==> src/rtl/display_scan_sequencer.sv <==
`default_nettype none
// ============================================================================
// Module      : display_scan_sequencer
// Description : Scan stage for a two-digit hex display. It divides the system
//               clock into display phases and produces the 3-bit phase code
//               for the character generator. It drives the active-low digit
//               anodes and latches a tear-free snapshot of the display value
//               once per frame (8 phases).
//
//               Phase codes:
//                 000..010 : high nibble (x00/x10 are guard phases)
//                 100..110 : low nibble
//                 011/111  : blank
//               Only x01 actually lights a digit.
//
// Ports       : clock      - system clock, rising edge
//               reset      - asynchronous, active-high
//               enable     - 1 = scan, 0 = hold (anodes blanked)
//               data_in    - live 8-bit value to display
//               counter    - phase code to the character generator
//               anode      - digit enables, active-low
//               data_out   - frame-stable snapshot of data_in
//               frame_tick - one-cycle pulse at each frame start
// Revision    : 1.0 - initial release
// ============================================================================
module display_scan_sequencer #(
  parameter int DIV      = 50000,  // clock cycles per phase (2..2^CW-1)
  parameter int CW       = 16,     // prescaler width
  parameter int HI_DIGIT = 1,      // anode index that shows the high nibble
  parameter int LO_DIGIT = 0       // anode index that shows the low nibble
) (
  input  logic       clock,
  input  logic       reset,
  input  logic       enable,
  input  logic [7:0] data_in,
  output logic [2:0] counter,
  output logic [3:0] anode,
  output logic [7:0] data_out,
  output logic       frame_tick
);

  // Parameter sanity checks, evaluated at elaboration.
  if (DIV < 2 || DIV > (2 ** CW) - 1) begin : g_bad_div
    $error("display_scan_sequencer: DIV out of range for CW");
  end
  if (HI_DIGIT < 0 || HI_DIGIT > 3 || LO_DIGIT < 0 || LO_DIGIT > 3 ||
      HI_DIGIT == LO_DIGIT) begin : g_bad_digit
    $error("display_scan_sequencer: illegal HI_DIGIT/LO_DIGIT");
  end

  localparam logic [CW-1:0] c_LAST   = CW'(DIV - 1);
  localparam logic [CW-1:0] c_ONE    = CW'(1);
  localparam logic [1:0]    c_HI_IDX = 2'(HI_DIGIT);
  localparam logic [1:0]    c_LO_IDX = 2'(LO_DIGIT);

  logic [CW-1:0] r_prescaler;
  logic [2:0]    r_counter;
  logic [3:0]    r_anode;
  logic [7:0]    r_data_out;
  logic          r_frame_tick;

  logic          w_tick;
  logic [2:0]    w_cnt_next;
  logic [3:0]    w_anode_next;

  // The tick is gated by enable, so dropping enable on a would-be tick edge
  // suppresses the phase advance.
  assign w_tick     = enable && (r_prescaler == c_LAST);
  assign w_cnt_next = w_tick ? (r_counter + 3'd1) : r_counter;

  // Anode is decoded from the counter value that will be loaded on this edge,
  // so anode and counter change together. The guard phases on either side of
  // each lit phase cover the character generator's register latency.
  always_comb begin
    w_anode_next = 4'b1111;
    if (w_cnt_next == 3'b001) begin
      w_anode_next[c_HI_IDX] = 1'b0;
    end else if (w_cnt_next == 3'b101) begin
      w_anode_next[c_LO_IDX] = 1'b0;
    end
  end

  always_ff @(posedge clock or posedge reset) begin
    if (reset) begin
      r_prescaler  <= '0;
      r_counter    <= 3'b000;
      r_anode      <= 4'b1111;
      r_data_out   <= 8'h00;
      r_frame_tick <= 1'b0;
    end else begin
      r_frame_tick <= 1'b0;
      if (enable) begin
        r_prescaler <= w_tick ? '0 : (r_prescaler + c_ONE);
        r_counter   <= w_cnt_next;
        r_anode     <= w_anode_next;
        // Snapshot only on the 111 -> 000 wrap, so the value shown stays
        // constant for a whole frame.
        if (w_tick && (r_counter == 3'b111)) begin
          r_data_out   <= data_in;
          r_frame_tick <= 1'b1;
        end
      end else begin
        // Hold: prescaler, counter and snapshot keep their values, digits off.
        r_anode <= 4'b1111;
      end
    end
  end

  assign counter    = r_counter;
  assign anode      = r_anode;
  assign data_out   = r_data_out;
  assign frame_tick = r_frame_tick;

endmodule
`default_nettype wire

==> config.mk <==
export PLATFORM = sky130hd
export DESIGN_NAME = display_scan_sequencer
export DESIGN_NICKNAME = d
export VERILOG_FILES = /design/src/rtl/display_scan_sequencer.sv
export SDC_FILE = /design/constraint.sdc
export NUM_CORES = 1
export LEC_CHECK = 0
export BUFFER_PORTS_ARGS = -buffer_cell sky130_fd_sc_hd__buf_2
export CAP_MARGIN = 20
export CORE_MARGIN = 2
export CORE_UTILIZATION = 35
export DETAILED_ROUTE_END_ITERATION = 7
export GPL_TIMING_DRIVEN = 0
export PLACE_DENSITY_LB_ADDON = 0.12
export SLEW_MARGIN = 5
export SYNTH_ARGS = -nofsm -noshare
export SYNTH_HDL_FRONTEND = slang
export SYNTH_SLANG_ARGS = --single-unit
==> constraint.sdc <==
create_clock -name clock -period 3.5 [get_ports clock]
set_input_delay 0.7 -clock clock [delete_from_list [all_inputs] [get_ports clock]]
set_output_delay 0.7 -clock clock [all_outputs]
set_load 0.005 [all_outputs]
==> results.json <==
{
  "status": "finished clean",
  "drive_above_1_share_pct": 33.6,
  "core.rowCount": 22,
  "port_buffers": 23,
  "p_leak_nw": 0.841,
  "die_area_um2": 4440,
  "arrival_ns": 2.30,
  "root_buffer": "clkbuf_8",
  "hpwl_um": 1900,
  "worst_ep_required_time_ns": 3.66,
  "drv_slew": 0,
  "synth_cells": 116,
  "worstReg2RegStart": "r_prescaler[5]$_DFFE_PP0P_",
  "fin_skew_ns": 0.00333,
  "gp_congestion": 0.757,
  "ys_ff_latch": 30,
  "area_growth_pct": 20.8,
  "hold_path_end": "r_prescaler[10]$_DFFE_PP0P_",
  "core_um2": 3720,
  "hold_viol_final": 0,
  "setup_viol": 0,
  "syn_area_um2": 1370,
  "ioPinCount": 27,
  "cts_resized": 0,
  "worstSetupPathType": "in2reg",
  "clk_latency_ns": 0.28,
  "firstDrtPassIters": 4,
  "vias": 949,
  "ff_latch_area_um2": 753,
  "max-vdd-ir-drop_uv": 233,
  "holdPathStages": 1,
  "vias_per_cell": 4.82,
  "syn_avg_cell_area_um2": 11.8,
  "fmax_mhz": 468,
  "routedWlPerCell_um": 12.9,
  "fin_setup_tns_ns": 0,
  "yosys_warnings": 0,
  "async_reset_ff_share_pct": 100,
  "gr-total-overflow": 0,
  "postRouteAntennaNets": 0,
  "period_needed_ns": 2.14,
  "grt_max_degree": 18,
  "wirelength_um": 2550,
  "endpoint_kind": "flop",
  "cts_buffers": 5,
  "tightest_slew_ns": 0.681,
  "reg2reg_to": "data_out[6]$_DFFE_PP0P_",
  "yosysUniqueCellTypes": 30,
  "die_w_um": 66.7,
  "finalCritPeriodShare_pct": 61.1,
  "ys.flop_type": "dfrtp_1",
  "post_cts_buffers": 0,
  "power_density_nw_per_um2": 485,
  "hold_path.startpoint": "r_prescaler[10]$_DFFE_PP0P_",
  "final_nets": 162,
  "clk_path_buf_depth": 2,
  "antenna_found_initial": 0,
  "hp-class": "reg2reg",
  "rsz0062_at_grt": "no",
  "initial_core_util_pct": 37.0,
  "chipHeight_um": 66.7,
  "tritoncts": "done",
  "seq_area_frac_synth_pct": 54.8,
  "multi_input_area_um2": 582,
  "path_max_fanout": 9,
  "grt_pass1_wl_um": 4430,
  "clock_sinks": 30,
  "htree_levels": 2,
  "grt_pass1_vias": 934,
  "synth_edf_count": 0,
  "relSlewSlack_pct": 54.6,
  "holdBufCountCts": 0,
  "r2r_setup_slack_ns": 1.37,
  "drt_iter0_drc": 56,
  "cp-start-kind": "primary input",
  "drcViolationCount": 0,
  "clk_pin_slew_worst_paths_ns": 0.06,
  "diodes": 0,
  "power_w": 0.000805,
  "n_fill_cell": 358,
  "track_usage_pct": 13.6,
  "maxCapViolations": 0,
  "reg2regPathDepth": 4
}
[stage by stage]
step	hold WS (ns)	setup slack (ns)	instance area [µm²]	instances	util (%)
5_1_grt	0.517	1.19	1660	197	44.6
6_report	0.496	1.36	1660	197	44.6
2_1_floorplan	0.465	1.37	1380	117	-
3_5_place_dp	0.490	1.06	1570	189	42.2
3_3_place_gp	0.483	1.09	1550	188	41.8
4_1_cts	0.500	1.34	1660	197	44.6
[where the power goes]
group          leakage [nW]  switching (W)  total [W]  internal, W
registers             0.391      0.0000425   0.000427     0.000384
clock network        0.0482       0.000125   0.000284     0.000158
logic                 0.402      0.0000485  0.0000950    0.0000465
[routing by layer]
layer | global-route usage (%) | share of wire, % | vias up
met1 | 18.0 | 47 | 462
met2 | 20.0 | 48 | 15
met5 | 0 | 0 | -
met3 | 4.56 | 3.8 | 5
li1 | - | - | 467
met4 | 6.12 | 1.5 | 0
[final cells by class]
cell class,count,share of cell area (%)
buffer,4,1.43
timing repair buffer,24,7.84
sequential,30,45.4
tap,48,3.62
inverter,5,1.13
clock inverter,1,0.302
clock buffer,7,5.20
multi-input combinational,78,35.1
[kinds of logic (layout without fill, tap and decap cells)]
kind of cell | Yosys count | in the layout | synth area share [%]
and+or+nand+nor | 43 | 43 | 19.0
DFF | 30 | 30 | 54.8
xor gates and xnor gates | 14 | 14 | 8.93
muxes | 11 | 11 | 9.02
buffers and inverters | 9 | 41 | 3.10
AOI/OAI and AO/OA | 5 | 5 | 2.09
adders and majority gates | 3 | 3 | 2.73
other | 1 | 2 | 0.273
[synth_stat cells (2+ instances only)]
library cell,count,area share (%)
a31oi_1,2,0.91
buf_4,2,1.1
dfrtp_1,28,51
dfstp_2,2,3.8
ha_1,3,2.7
inv_1,5,1.4
mux2_2,11,9.0
nand2_1,5,1.4
nand3_1,5,1.8
nand4_1,5,2.3
nor2_1,10,2.7
nor3_1,4,1.5
nor4_1,5,2.3
xnor2_1,8,5.1
xor2_1,6,3.8
[worst max-delay path by stage]
stage / start / end / slack (ns) / cells past startpoint
2_1_floorplan: enable / data_out[0]$_DFFE_PP0P_ / 1.37 / 5
3_3_place_gp: enable / data_out[7]$_DFFE_PP0P_ / 1.09 / 5
3_5_place_dp: enable / data_out[0]$_DFFE_PP0P_ / 1.06 / 5
4_1_cts: enable / data_out[6]$_DFFE_PP0P_ / 1.34 / 5
5_1_grt: enable / data_out[7]$_DFFE_PP0P_ / 1.19 / 5
6_report: enable / data_out[6]$_DFFE_PP0P_ / 1.36 / 5
[state kept, by name (all words and copies together) (netlist names)]
signal       flops
r_prescaler     16
data_out         8
counter          3
anode            2
frame_tick       1
[worst max-delay path, cell delays in order]
cell      delay, ns
clkbuf_1       0.28
nand4_1        0.29
nor4_4         0.55
nand2_4        0.17
mux2_2         0.31
[cell usage in the layout (no fill, tap or decap), drive strengths merged, types with 2 or more instances in the layout]
cell type  synthesis  routed
inv                5       5
nor3               4       4
nand3              5       5
dfstp              2       2
a31oi              2       2
nor4               6       6
nand2              6       6
xnor2              8       8
nand4              5       5
nor2              10      10
dfrtp             28      28
mux2              11      11
clkbuf             1       8
conb               1       2
buf                3      27
ha                 3       3
xor2               6       6
Note: power is estimated with default switching activity, not from simulation.
